[src/rtl/mmio_bus_bridge.sv]
// Single-register MMIO bridge: CPU valid/ready request in, one-beat response out.
// Define MMIO_BYTE_STROBE_EN to enable read-merge-write for partial byte strobes.
module mmio_bus_bridge #(
  parameter logic [31:0] BASE_ADDR = 32'h4000_0000
) (
  input  logic        clk,
  input  logic        rst_n,
  input  logic        req_valid,
  output logic        req_ready,
  input  logic        req_we,
  input  logic [31:0] req_addr,
  input  logic [31:0] req_wdata,
  input  logic [3:0]  req_wstrb,
  output logic        rsp_valid,
  input  logic        rsp_ready,
  output logic [31:0] rsp_rdata,
  output logic        rsp_err,
  output logic        periph_write_en,
  output logic [31:0] periph_addr,
  output logic [31:0] periph_write_data,
  input  logic [31:0] periph_read_data
);

  localparam logic [1:0] IDLE   = 2'd0;
  localparam logic [1:0] MERGE  = 2'd1;
  localparam logic [1:0] ACCESS = 2'd2;
  localparam logic [1:0] RESP   = 2'd3;

  logic [1:0]  state;
  logic        ready_en;
  logic        accept;
  logic        we_p0;
  logic [31:0] addr_p0;
  logic [31:0] wdata_p0;

`ifdef MMIO_BYTE_STROBE_EN
  logic [3:0]  wstrb_p0;

  function automatic logic [31:0] merge_bytes(input logic [31:0] wr,
                                              input logic [31:0] rd,
                                              input logic [3:0]  strb);
    logic [31:0] m;
    for (int b = 0; b < 4; b++)
      m[8*b +: 8] = strb[b] ? wr[8*b +: 8] : rd[8*b +: 8];
    return m;
  endfunction
`endif

  assign req_ready = (state == IDLE) && ready_en;
  assign accept    = req_valid && req_ready;

  // request capture stage: data registers carry no reset
  always_ff @(posedge clk) begin
    if (accept) begin
      we_p0    <= req_we;
      addr_p0  <= req_addr;
      wdata_p0 <= req_wdata;
`ifdef MMIO_BYTE_STROBE_EN
      wstrb_p0 <= req_wstrb;
    end else if (state == MERGE) begin
      wdata_p0 <= merge_bytes(wdata_p0, periph_read_data, wstrb_p0);
`endif
    end
  end

  // control stage: sequencing and the registered response
  always_ff @(posedge clk) begin
    if (!rst_n) begin
      state     <= IDLE;
      ready_en  <= 1'b0;
      rsp_valid <= 1'b0;
      rsp_rdata <= 32'h0;
      rsp_err   <= 1'b0;
    end else begin
      ready_en <= 1'b1;
      case (state)
        IDLE: begin
          if (accept) begin
            if (req_addr != BASE_ADDR) begin
              state     <= RESP;
              rsp_valid <= 1'b1;
              rsp_err   <= 1'b1;
              rsp_rdata <= 32'h0;
            end else if (req_we && (req_wstrb == 4'h0)) begin
              state     <= RESP;
              rsp_valid <= 1'b1;
              rsp_err   <= 1'b0;
              rsp_rdata <= 32'h0;
`ifdef MMIO_BYTE_STROBE_EN
            end else if (req_we && (req_wstrb != 4'hF)) begin
              state <= MERGE;
`endif
            end else begin
              state <= ACCESS;
            end
          end
        end
        MERGE:  state <= ACCESS;
        ACCESS: begin
          state     <= RESP;
          rsp_valid <= 1'b1;
          rsp_err   <= 1'b0;
          rsp_rdata <= we_p0 ? 32'h0 : periph_read_data;
        end
        RESP: begin
          if (rsp_ready) begin
            state     <= IDLE;
            rsp_valid <= 1'b0;
            rsp_rdata <= 32'h0;
            rsp_err   <= 1'b0;
          end
        end
        default: state <= IDLE;
      endcase
    end
  end

  // peripheral port: a write abandoned by reset in its ACCESS cycle never reaches the register
  assign periph_write_en   = (state == ACCESS) && we_p0 && rst_n;
  assign periph_addr       = ((state == MERGE) || (state == ACCESS)) ? addr_p0 : 32'h0;
  assign periph_write_data = ((state == ACCESS) && we_p0) ? wdata_p0 : 32'h0;

endmodule

[config.mk]
export PLATFORM = sky130hd
export DESIGN_NAME = mmio_bus_bridge
export DESIGN_NICKNAME = d
export VERILOG_FILES = /design/src/rtl/mmio_bus_bridge.sv
export SDC_FILE = /design/constraint.sdc
export NUM_CORES = 1
export LEC_CHECK = 0
export ABC_AREA = 1
export CELL_PAD_IN_SITES_DETAIL_PLACEMENT = 1
export CELL_PAD_IN_SITES_GLOBAL_PLACEMENT = 2
export CORE_MARGIN = 1
export CORE_UTILIZATION = 25
export DETAILED_ROUTE_END_ITERATION = 12
export MAX_ROUTING_LAYER = met4
export PLACE_DENSITY_LB_ADDON = 0.1
export SLEW_MARGIN = 20
export SYNTH_ARGS = -nofsm -noshare
export SYNTH_HDL_FRONTEND = slang
export SYNTH_SLANG_ARGS = --single-unit
export TNS_END_PERCENT = 50
[constraint.sdc]
create_clock -name clk -period 5.3 [get_ports clk]
set_clock_uncertainty 0.15 [all_clocks]
set_input_delay 0.795 -clock clk [delete_from_list [all_inputs] [get_ports clk]]
set_output_delay 0.795 -clock clk [all_outputs]
set_load 0.01 [all_outputs]
==> impl_summary.md, run 1 <==
Synthesis
After synthesis, the netlist uses 21 different library cells. The cell area after synthesis is about 4600 µm². A synthesized cell averages 8.30 µm². The number of synthesis warnings is 0. Of the synthesized area, sequential elements account for 0.589. The synthesized net count is between 600 and 700. In this run, synthesis produced a sequential element count of 102. The cell count after synthesis is between 500 and 600.

Die
The floorplan step defined a die boundary enclosing 18800 µm². The row count is 49. The core region is 18000 µm². The effective utilization at floorplan is 0.254. The chip height is 137 µm. From left edge to right edge, the die measures 137 µm. Pin placement for this block handled 205 I/O pins.

Critical path
STA classifies the critical path endpoint as a primary output. The master of the slowest instance on the critical path is ha_2. The total buffers and inverters traversed by the critical path is 3. The worst setup path endpoint is periph_addr[0]. The startpoint of the worst register-to-register path is state[1].

The number of cells on the critical path is 5. The startpoint type of the worst setup path is a register. Walking the worst path, the cells encountered are inv_1 > ha_2 > nand2_1 > inv_1 > clkdlybuf4s50_1. In this design, the stage delay of the slowest critical-path cell is 750 ps. Data arrives at the worst endpoint at 2370 ps. The worst flop-to-flop path endpoint is rsp_rdata[4]. The register-to-register setup slack is 2850 ps. The launch point of the critical path is state[1]. The maximum fanout along the worst path is 32.

In this design, the critical path's most frequently occurring cell is inv_1. Measured in cells, the most critical reg-to-reg path has a length of 8. The start-to-end type of the worst setup path is register to primary output.

The worst path required time is 4360 ps. The kind of cell with the highest combined delay on the critical path is adder cells.

Timing
The final critical path time including I/O delays and setup is 3310 ps. The measured slew at the worst slew-check pin is ~870 ps. In the finished design, the share of the clock period the worst path needs comes to 0.625. The worst pin sits at a relative slew slack of 0.421. The final worst-path setup slack is 1990 ps. The final hold violation count is 0. The aggregate negative setup slack is 0 ps.

The final-report max-slew violation count was 0. Setup violations remaining at the end of the flow were counted as 0. Setup repair after global routing left no endpoint under its margin. The maximum clock frequency is 302 MHz.

Layout
After the flow finishes, the layout carries non-filler instances totaling between 900 and 1000. The layout has between 2000 and 2500 filler cells. Summing all non-filler instances in the final layout gives an area of 7110 µm². The post-layout utilization of the core is 0.396. From synthesis to final layout, the design area changed by 55.5%. The net count of the finished layout is approximately 850. The number of antenna diodes in the final layout is 0.

Of the cells placed in the final design, the portion with a size suffix greater than 1 is 0.0387.

Power
Of the total power, the clock network draws 0.189. The switching part of the total is 0.368. Dividing total power by cell area gives a power density of 490 nW/µm². The portion of total power attributed to combinational logic is 0.482. The internal power of the cells totals 2200 µW.

In this run the static leakage power is 0.00312 µW. The sequential share of power is 0.329. Summed over all nets, the switching power comes to 1280 µW. The worst voltage drop across the vdd grid is 0.199 mV.

Detailed routing
After detailed routing, the number of remaining DRC violations is 0. Before antenna repair, the detailed router went through 4 iterations. In the final routed layout, each cell accounts on average for 13.9 µm. The number of vias per cell is 4.18. The final layout contains routed wiring with a total length of approximately 14 mm. The number of DRC markers in iteration 0 is a little under 100.

Once detail routing completed, the nets flagged for antenna violations numbered 0. The total number of vias is 4089.

Global routing
In the global route stage, met2 resource usage came out at 0.257. The number of antenna violations at the first check in global routing is 0. In the global route stage, met1 resource usage came out at 0.166. For this run, the total global-route usage over all layers was measured as 0.149.

Entering global routing, the biggest net connects 66 pins. The global route total overflow is 0. The via count of the first global-routing pass is 4143. In this run the most used layer during global routing was met2. The first global-routing pass estimated 20.6 mm of wire.

The met3 capacity usage during global routing is 0.0386.

Clocking
For this design, the sink count on the clock tree is between 100 and 150. The number of buffers between clock root and the deepest sink is 2. In this run, CTS created clock tree buffers numbering 9.

TritonCTS built the clock tree. The number of H-tree levels is 3. Once the clock tree was built, the resizer swapped 0 gates to a different size. At the later pin of the worst-skew pair, clock insertion delay measures 340 ps.

Clock-pin slew was measured on the worst setup and hold paths at 70 ps. The post-cts hold buffer count is 0. The tree is rooted in a clkbuf_16. In this run the post-CTS setup repair buffer count came out at 0.

Placed design
The post-DP HPWL is about 9.7 mm. At the end of routability-driven placement, the weighted congestion stood at 0.754. The post-detailed-placement cell area is between 6000 and 7000 µm². OpenSTA, run right after detailed placement, puts the worst setup slack at about 1800 ps. The count of buffers added on input and output ports is 204. In this run, placement finished with an instance count of 962.

Flow run
The tool flagged a number of max-cap violations equal to 0.

Worst hold path
The path type of the worst min-delay path is register to register. The worst hold path was traced through 2 stages.

Status
The flow ran to the end, and the final reports show no timing, DRC or antenna violations.
-- kinds of logic (layout without fill, tap and decap cells) --
logic type	Yosys count	count (layout)	synth area share
buffers and inverters	133	331	0.114
adder cells (fa/ha/maj)	5	5	0.0137
AND/OR/NAND/NOR	276	276	0.243
AO/OA/AOI/OAI	35	35	0.0408
flip-flops	102	102	0.589
-- worst min path at each step --
| stage | from | endpoint | slack (ps) |
|---|---|---|---|
| floorplan | state[0] | state[0] | 340 |
| global placement | rsp_rdata[0] | rsp_rdata[0] | 310 |
| detailed placement | rsp_rdata[0] | rsp_rdata[0] | 320 |
| CTS | rsp_rdata[0] | rsp_rdata[0] | 340 |
| global route | rsp_rdata[18] | rsp_rdata[18] | 360 |
| finish | rsp_rdata[0] | rsp_rdata[0] | 340 |
-- state kept, by name, indices dropped and copies added (netlist names) --
register and count:
addr_p0 32, rsp_valid 1, state 2, rsp_rdata 32, wdata_p0 32, rsp_err 1
we_p0 1, ready_en 1
-- routing by layer --
layer	routed length, µm	share of wire	vias to the layer above
li1	-	-	2058
met4	191	0.014	0
met2	6660	0.49	117
met1	5890	0.43	1902
met3	871	0.064	12
met5	0	0	-
-- metrics by stage --
stage / hold slack, ps / total power, µW
finish: 336 / 3480
global route: 361 / 3760
CTS: 338 / 3560
detailed placement: 324 / 2870
global placement: 311 / 2840
floorplan: 342 / 2050
-- power by group through the flow --
stage                     Sequential (µW)  Combinational (µW)  Clock (µW)
after detailed placement             1160                1710           0
after CTS                            1150                1720         692
after global placement               1160                1680           0
after global routing                 1170                1880         715
final                                1140                1680         658
after floorplan                      1210                 838           0
-- synth_stat cells, drive strengths merged --
master	n	area, µm²
and2	1	6.26
buf	15	76.3
inv	108	405
edfxtp	65	1950
clkbuf	10	37.5
nand4	2	12.5
nor2	106	417
ha	5	62.6
o21ai	2	21.3
nand3	32	165
a21oi	33	165
nand2	135	509
dfxtp	37	741
-- tightest hold or removal path: cells and delay by family, from the launching register on --
| kind | cells | cell delay (ps) |
|---|---|---|
| AO/OA/AOI/OAI | 1 | 40 |
| flip-flops | 1 | 330 |
| AND/OR/NAND/NOR | 1 | 80 |
-- layout by cell type, fill, tap and decap left out, types with 2 or more instances in the layout --
cell,Yosys,final
nand3_1,31,31
clkinv_4,0,3
nand2_1,134,133
ha_1,5,4
a21oi_1,33,33
buf_4,1,3
nor2_1,104,103
nand2_2,1,2
clkdlybuf4s50_1,0,203
edfxtp_1,65,65
dfxtp_1,37,37
clkbuf_16,0,9
inv_1,107,107
nand4_1,2,2
-- final cells by class --
cell class | count | area (µm²) | area share
Sequential cell | 102 | 2690 | 0.379
Timing Repair Buffer | 207 | 2060 | 0.290
Multi-Input combinational cell | 316 | 1370 | 0.193
Inverter | 108 | 405 | 0.0570
Tap cell | 229 | 287 | 0.0403
Clock buffer | 9 | 225 | 0.0317
Clock inverter | 7 | 67.6 | 0.00951
Note: power is estimated with default switching activity, not from simulation.
==> run 2, diff against run 1 <==
--- a/config.mk
+++ b/config.mk
@@ -9,7 +9,7 @@
 export CELL_PAD_IN_SITES_DETAIL_PLACEMENT = 1
 export CELL_PAD_IN_SITES_GLOBAL_PLACEMENT = 2
 export CORE_MARGIN = 1
-export CORE_UTILIZATION = 25
+export CORE_UTILIZATION = 23
 export DETAILED_ROUTE_END_ITERATION = 12
 export MAX_ROUTING_LAYER = met4
 export PLACE_DENSITY_LB_ADDON = 0.1
==> constraint.sdc (replaced) <==
create_clock -name clk -period 3.2 [get_ports clk]
set_clock_uncertainty 0.15 [all_clocks]
set_input_delay 0.48 -clock clk [delete_from_list [all_inputs] [get_ports clk]]
set_output_delay 0.48 -clock clk [all_outputs]
set_load 0.01 [all_outputs]
==> run 2 against run 1 <==
- sequential power up 66%
- worst hold slack worse by 2.5 ps
- clock power up 79%
- register-to-register slack worse by 1700 ps
- critical path depth up 1
- global-route usage down 0.58 points
- setup slack worse by 1600 ps
- cell count up 4.2%
- critical path type unchanged
- largest cell class unchanged
==> impl_summary.md, run 2 (synthesis results as in run 1) <==
Timing
The final hold violation count is 0 (unchanged). The total setup violations reported at the end of the flow is 0 (unchanged). The worst hold margin came to 333 ps (was 336 ps).

The final critical path time including I/O delays and setup is 2780 ps. The aggregate negative setup slack is 0 ps (unchanged). The measured slew at the worst slew-check pin is 418 ps (was 868 ps). The headroom to the max-slew limit is 0.721 (was 0.421). The maximum clock frequency is between 300 and 400 MHz. The final worst-path cycle share is 0.868.

Setup repair after global routing missed its margin: false (unchanged). The final-report max-slew violation count is 0 (unchanged).

Critical path
The signal arrival time at the worst endpoint was 2150 ps (was 2370 ps). The delay of the slowest cell on the worst path came to 530 ps (was 750 ps). The maximum fanout along the worst path is 32 (unchanged). Critical Path, Cell by Cell: inv_1 > ha_1 > buf_4 > nand2_1 > inv_1 > clkdlybuf4s50_1 (was inv_1 > ha_2 > nand2_1 > inv_1 > clkdlybuf4s50_1).

The startpoint type of the worst setup path was a register (unchanged). The master of the slowest instance on the critical path was clkdlybuf4s50_1 (was ha_2). The startpoint of the worst register-to-register path is state[1] (unchanged). The register-to-register setup slack is 1150 ps (was 2850 ps). The worst path required time is 2570 ps (was 4360 ps). The worst flop-to-flop path endpoint is rsp_rdata[3] (was rsp_rdata[4]).

The most frequent cell on the critical path is inv_1 (unchanged). The launch point of the critical path is state[0] (was state[1]). The start-to-end type of the worst setup path is register to primary output (unchanged). The sort of element at the end of the critical path was a primary output (unchanged). The depth of the worst register-to-register path was 10 (was 8).

The worst setup path endpoint is periph_addr[0] (unchanged).

Power
The clock power share is 0.199 (was 0.189). The switching part of the total came to 0.363 (was 0.368). The total power per unit cell area is 817 nW/µm² (was 490 nW/µm²). The static power due to leakage came to 0.00316 µW (was 0.00312 µW). The overall power of the completed layout is 5910 µW (was 3480 µW). The internal power is 3770 µW (was 2200 µW). The sequential share of power is 0.320 (was 0.329). The net load switching power came to 2150 µW (was 1280 µW).

The worst voltage drop across the vdd grid was 0.495 mV (was 0.199 mV). The portion of total power attributed to combinational logic came to 0.481 (was 0.482).

Global routing
The global route total overflow is 0 (unchanged). The global-route wire length before repair is 21.7 mm (was 20.6 mm). The number of antenna violations at the first check in global routing was 0 (unchanged). The all-layer global routing usage was 0.143 (was 0.149). The via count of the first global-routing pass is 4050 (was 4143). The largest net degree at the start of global routing is 66 (unchanged).

Clocking
The buffer count from post-CTS setup fixing came to 0 (unchanged). The total number of clock tree sinks came to 102 (unchanged). The number of buffers between clock root and the deepest sink is 2 (unchanged). The post-cts hold buffer count is 0 (unchanged). The number of gates given a new drive strength after cts was 0 (unchanged). The number of buffers inserted during clock tree synthesis was 9 (unchanged). The clock tree from TritonCTS is yes (unchanged).

The number of H-tree levels is 3 (unchanged). The buffer type at the clock tree root is clkbuf_16 (unchanged). The clock-pin slew on the worst setup and hold paths is 80 ps (was 70 ps). The clock insertion delay at the later pin of the skew report is 340 ps (about the same).

Layout
The final cell count without fillers is 1019 (was 978). The count of inserted antenna diode cells is 0 (unchanged). The leading cell type in the layout, fill and taps excluded was clkdlybuf4s50_1 (unchanged). Largest registers: addr_p0: 32 flops, rsp_rdata: 32 flops, wdata_p0: 32 flops (unchanged). The share of final-layout standard cells stronger than drive strength 1 is 0.0411 (was 0.0387). The growth of design area from synthesis to finish was 58.3% (was 55.5%). Commonest cells after routing, fill and taps aside: 204 x clkdlybuf4s50_1, 134 x nand2_1, 107 x inv_1 (was 203 x clkdlybuf4s50_1, 133 x nand2_1, 107 x inv_1).

The net count of the finished layout was 859 (was 854).

Detailed routing
The post-detailed-route DRC marker count was 0 (unchanged). The antenna violation net count after detailed routing came to 0 (unchanged). The number of DRC markers in iteration 0 is 103 (was 98).

The total iterations of the first detailed-routing run is 4 (unchanged). The total wirelength of the detailed-routed design came to 14.0 mm (was 13.6 mm). The number of vias per cell is 3.97 (was 4.18). The wire length per cell is 13.7 µm (was 13.9 µm). The total number of vias is 4044 (was 4089).

Placed design
The quantity of I/O buffers inserted on ports came to 204 (unchanged). The final weighted congestion of routability-driven global placement is 0.700 (was 0.754). The post-DP HPWL was 10.2 mm (was 9.75 mm). The number of placed instances, taps included is 1003 (was 962).

Worst hold path
The path type of the worst min-delay path is register to register (unchanged).

Die
The width of the die is 143 µm (was 137 µm). The die outline area was 20400 µm² (was 18800 µm²). The total core area is 19500 µm² (was 18000 µm²).

The number of top-level design ports is 205 (unchanged). The row count is 51 (was 49). The effective utilization at floorplan was 0.235 (was 0.254). The chip height was 143 µm (was 137 µm).

Status
Run status: completed (unchanged).

Flow run
The max-cap violation count is 0 (unchanged).
-- run 2: power groups by stage --
stage | sequential, µW | combinational, µW | clock (µW)
global route | 1930 | 3180 | 1280
detailed placement | 1920 | 2900 | 0
floorplan | 2000 | 1390 | 0
global placement | 1910 | 2850 | 0
finish | 1890 | 2840 | 1180
CTS | 1900 | 2920 | 1240
-- run 2: worst min-delay path by stage --
stage	startpoint	to	slack, ps	depth (start not counted)
floorplan	state[0]	state[0]	340	2
finish	rsp_rdata[7]	rsp_rdata[7]	330	2
CTS	rsp_rdata[7]	rsp_rdata[7]	340	2
detailed placement	rsp_rdata[7]	rsp_rdata[7]	320	2
global placement	rsp_rdata[5]	rsp_rdata[5]	310	2
global route	rsp_rdata[1]	rsp_rdata[1]	360	2
-- run 2: critical path, delay by kind of cell, from the launching register on --
kind | cells | cell delay (ps)
buffers and inverters | 4 | 990
and+or+nand+nor | 1 | 100
DFF | 1 | 410
adders and majority gates | 1 | 280
-- run 2: stage by stage --
step            util  setup slack, ps  area (µm²)
2_1_floorplan      -              554        4580
3_3_place_gp   0.356              747        6920
3_5_place_dp   0.356              701        6920
4_1_cts        0.372              357        7240
5_1_grt        0.372              272        7240
6_report       0.372              423        7240
-- run 2: metal layers --
| layer | GRT usage | share of wire | vias up |
|---|---|---|---|
| li1 | - | - | 2065 |
| met1 | 0.179 | 0.46 | 1860 |
| met2 | 0.226 | 0.47 | 110 |
| met3 | 0.0402 | 0.065 | 9 |
| met4 | 0.0407 | 0.0087 | 0 |
| met5 | - | 0 | - |
-- run 2: layout make-up --
cell class,instances,area (µm²)
Clock buffer,9,225
Clock inverter,7,87.6
Fill cell,2297,12200
Inverter,108,405
Multi-Input combinational cell,316,1370
Sequential cell,102,2690
Tap cell,265,332
Timing Repair Buffer,212,2130
==> run 3, diff against run 2 <==
--- a/config.mk
+++ b/config.mk
@@ -6,6 +6,7 @@
 export NUM_CORES = 1
 export LEC_CHECK = 0
 export ABC_AREA = 1
+export CAP_MARGIN = 20
 export CELL_PAD_IN_SITES_DETAIL_PLACEMENT = 1
 export CELL_PAD_IN_SITES_GLOBAL_PLACEMENT = 2
 export CORE_MARGIN = 1
==> results of run 3 <==
No change in the layout: final DEF, timing and power equal those of run 2.
==> variant 1 (settings of run 3) <==
Put one more register stage on the output `rsp_err`, with the module's reset. The value now appears one clock later. The other outputs are not delayed to match.
--- a/src/rtl/mmio_bus_bridge.sv
+++ b/src/rtl/mmio_bus_bridge.sv
@@ -27,2 +27,4 @@
   localparam logic [1:0] RESP   = 2'd3;
+
+  logic rsp_err_s0;
 
@@ -72,3 +74,3 @@
       rsp_rdata <= 32'h0;
-      rsp_err   <= 1'b0;
+      rsp_err_s0 <= 1'b0;
     end else begin
@@ -81,3 +83,3 @@
               rsp_valid <= 1'b1;
-              rsp_err   <= 1'b1;
+              rsp_err_s0 <= 1'b1;
               rsp_rdata <= 32'h0;
@@ -86,3 +88,3 @@
               rsp_valid <= 1'b1;
-              rsp_err   <= 1'b0;
+              rsp_err_s0 <= 1'b0;
               rsp_rdata <= 32'h0;
@@ -101,3 +103,3 @@
           rsp_valid <= 1'b1;
-          rsp_err   <= 1'b0;
+          rsp_err_s0 <= 1'b0;
           rsp_rdata <= we_p0 ? 32'h0 : periph_read_data;
@@ -109,3 +111,3 @@
             rsp_rdata <= 32'h0;
-            rsp_err   <= 1'b0;
+            rsp_err_s0 <= 1'b0;
           end
@@ -122,2 +124,10 @@
 
+  always_ff @(posedge clk) begin
+    if (!rst_n) begin
+      rsp_err <= '0;
+    end else begin
+      rsp_err <= rsp_err_s0;
+    end
+  end
+
 endmodule
Function: changed (a bounded check fails within 4 cycles, from zero or initial values and one cycle with rst_n low).
==> variant 1 against run 3 <==
- area after synthesis rose by 1.2%
- routed wire length rose by 0.19%
- core utilization fell by 0.18 points
- sequential cell count rose by 1
- cell area rose by 0.16%
- total power fell by 1.0%
- setup slack improved by 0.013 ns
- register-to-register slack got worse by 0.13 ns
- critical endpoint is now periph_addr[2]
==> variant 1: results <==
metrics = {
    "outcome": {
        "status": "finished clean",
    },
    "routing": {
        "top_layer": "met4",
        "wl_met1_mm": 6.33,
        "met2_length_mm": 6.75,
        "num_vias": 4131,
        "first_iter_violations": 174,
        "via_per_inst": 4.04,
        "wl_met3_um": 738,
    },
    "global_routing": {
        "grtUsageMet3": 0.0270,
        "grt-busiest-layer": "met2",
        "use_met1": 0.168,
        "gr-total-overflow": 0,
        "grt_pass1_wl_mm": 21.6,
        "grt_pass1_vias": 4186,
        "grt_use_met2": 0.239,
        "gr-usage-all-layers": 0.141,
    },
    "power_and_ir_drop": {
        "p_int_mw": 3.76,
        "leakage_nw": 3.16,
        "ir_worst_vdd_mv": 0.409,
    },
    "clocking": {
        "htreeDepth": 3,
        "cts_buffer_depth": 2,
    },
    "placement": {
        "dp_cells": 1007,
        "place_ws_ns": 0.740,
        "gp_congestion": 0.734,
        "dp_hpwl_mm": 10.3,
        "place_area_um2": 6940,
    },
    "synth": {
        "yosysSeqAreaShare": 0.586,
        "synth_area_per_cell_um2": 8.35,
        "synth_area_leaders": "edfxtp_1, dfxtp_1, nand2_1",
        "synthTopCellsByCount": "nand2_1, inv_1, nor2_1, edfxtp_1, dfxtp_1",
        "synth.distinct_cells": 22,
        "yosys_warnings": 0,
        "syn_nets": 664,
    },
    "sta": {
        "period_share": 0.864,
        "holdWs_ns": 0.285,
        "relSlewSlack": 0.422,
    },
    "worst_setup_path": {
        "startpoint": "state[1]",
        "crit_path_end": "periph_addr[2]",
        "worst_path_max_delay_cell": "clkdlybuf4s50_1",
        "rrSetupSlack_ns": 1.02,
        "r2r_end": "rsp_rdata[29]",
        "critPathArrivalTime_ns": 2.13,
    },
    "worst_hold_path": {
        "hp-start": "rsp_err_s0",
        "hold_class": "reg -> reg",
        "min_to": "rsp_err",
    },
    "final_layout": {
        "drive_gt1_frac": 0.0501,
        "finish.net_count": 863,
    },
}
## variant 1: cell families (layout without fill, tap and decap cells)
group,count (synthesis),after routing,synth area share
flip-flops,103,103,0.586
buffers and inverters,134,338,0.120
AO/OA/AOI/OAI,35,35,0.0387
AND/OR/NAND/NOR,277,277,0.242
adder cells (fa/ha/maj),5,5,0.0135
## variant 1: area by class of cell
cell class                 instances  area, um^2
fill                            2296       12300
sequential                       103        2710
timing repair buffer             213        2120
multi-input combinational        317        1370
inverter                         109         409
tap                              265         332
clock buffer                       9         225
clock inverter                     7        80.1
## variant 1: power by group through the flow
stage / clock [mW] / sequential, mW / combinational [mW]
after global routing: 1.24 / 1.96 / 3.16
after detailed placement: 0 / 1.95 / 2.87
after CTS: 1.19 / 1.92 / 2.87
after floorplan: 0 / 2.02 / 1.41
final: 1.14 / 1.92 / 2.79
after global placement: 0 / 1.94 / 2.79
==> variant 2 (flow settings as in run 3) <==
Made on the original files. Add a define of `MMIO_BYTE_STROBE_EN`.
--- a/src/rtl/mmio_bus_bridge.sv
+++ b/src/rtl/mmio_bus_bridge.sv
@@ -2,2 +2,4 @@
 // Define MMIO_BYTE_STROBE_EN to enable read-merge-write for partial byte strobes.
+`define MMIO_BYTE_STROBE_EN
+
 module mmio_bus_bridge #(
Behaviour: not the same (Yosys sat finds a counterexample within 4 cycles, from zero or initial values and one cycle with rst_n low).
==> variant 2 against run 3 <==
- combinational power increased by 14%
- critical path depth unchanged
- total power up 9.1%
- via count increased by 15%
- cell area up 6.8%
- area after synthesis is 11% higher
- largest power group unchanged
- sequential cell count is 4 higher
- routed wire length increased by 18%
- setup slack got worse by 0.14 ns
==> variant 2: results <==
metrics = {
    "synth": {
        "yosysSeqAreaShare": 0.554,
        "synth_area_leaders": "edfxtp_1, dfxtp_1, nand2_1",
        "synthTopCellsByCount": "nand2_1, nor2_1, inv_1, edfxtp_1, dfxtp_1",
        "synth_area_per_cell_um2": 7.71,
    },
    "worst_setup_path": {
        "r2r_cells": 8,
        "critPathMaxStageDelay_ns": 0.59,
        "startpoint": "state[1]",
        "crit_path_end": "periph_addr[3]",
        "cp_max_fo": 20,
        "r2r_end": "rsp_rdata[5]",
    },
    "worst_hold_path": {
        "hp-start": "rsp_rdata[27]",
        "min_to": "rsp_rdata[27]",
    },
    "routing": {
        "via_per_inst": 4.09,
        "first_iter_violations": 159,
        "wl_per_cell_um": 14.5,
    },
    "power_and_ir_drop": {
        "p_seq_frac": 0.317,
        "p_switching_mw": 2.42,
        "swShare": 0.375,
        "power_frac_clock": 0.180,
    },
    "final_layout": {
        "finish.net_count": 965,
        "final_cells": 1135,
        "utilization": 0.362,
    },
    "placement": {
        "place_ws_ns": 0.597,
        "place_area_um2": 7420,
        "gp_congestion": 0.778,
    },
    "global_routing": {
        "grt_start_max_net_pins": 43,
        "gr-usage-all-layers": 0.150,
    },
    "outcome": {
        "status": "finished clean",
    },
    "sta": {
        "holdWs_ns": 0.334,
        "worst_pin_slew_ns": 1.04,
    },
}
variant 2: changes by cell type after synthesis, sizes merged, moves of 13 or more:
| cell | delta |
|---|---|
| a21oi | -17 |
| inv | +25 |
| nand2 | +43 |
| nand3 | -13 |
| nor2 | +33 |
| o21ai | +27 |
variant 2: logic make-up after synthesis:
logic type | synth area share
AND/OR/NAND/NOR | 0.262
AO/OA/AOI/OAI | 0.0451
flip-flops | 0.554
buffers and inverters | 0.127
adder cells (fa/ha/maj) | 0.0123
variant 2: layer usage:
layer | wire length [um] | track usage | up-vias
li1 | - | - | 2360
met1 | 7420 | 0.179 | 2172
met2 | 8130 | 0.256 | 103
met3 | 777 | 0.0273 | 12
met4 | 172 | 0.0440 | 0
met5 | 0 | - | -
variant 2: cell type report:
type                       count  area (um^2)
clock buffer                  14          295
timing repair buffer         214         2140
clock inverter                 2         15.0
tap                          275          344
inverter                     134          504
fill                        2549        13600
sequential                   106         2810
multi-input combinational    390         1620
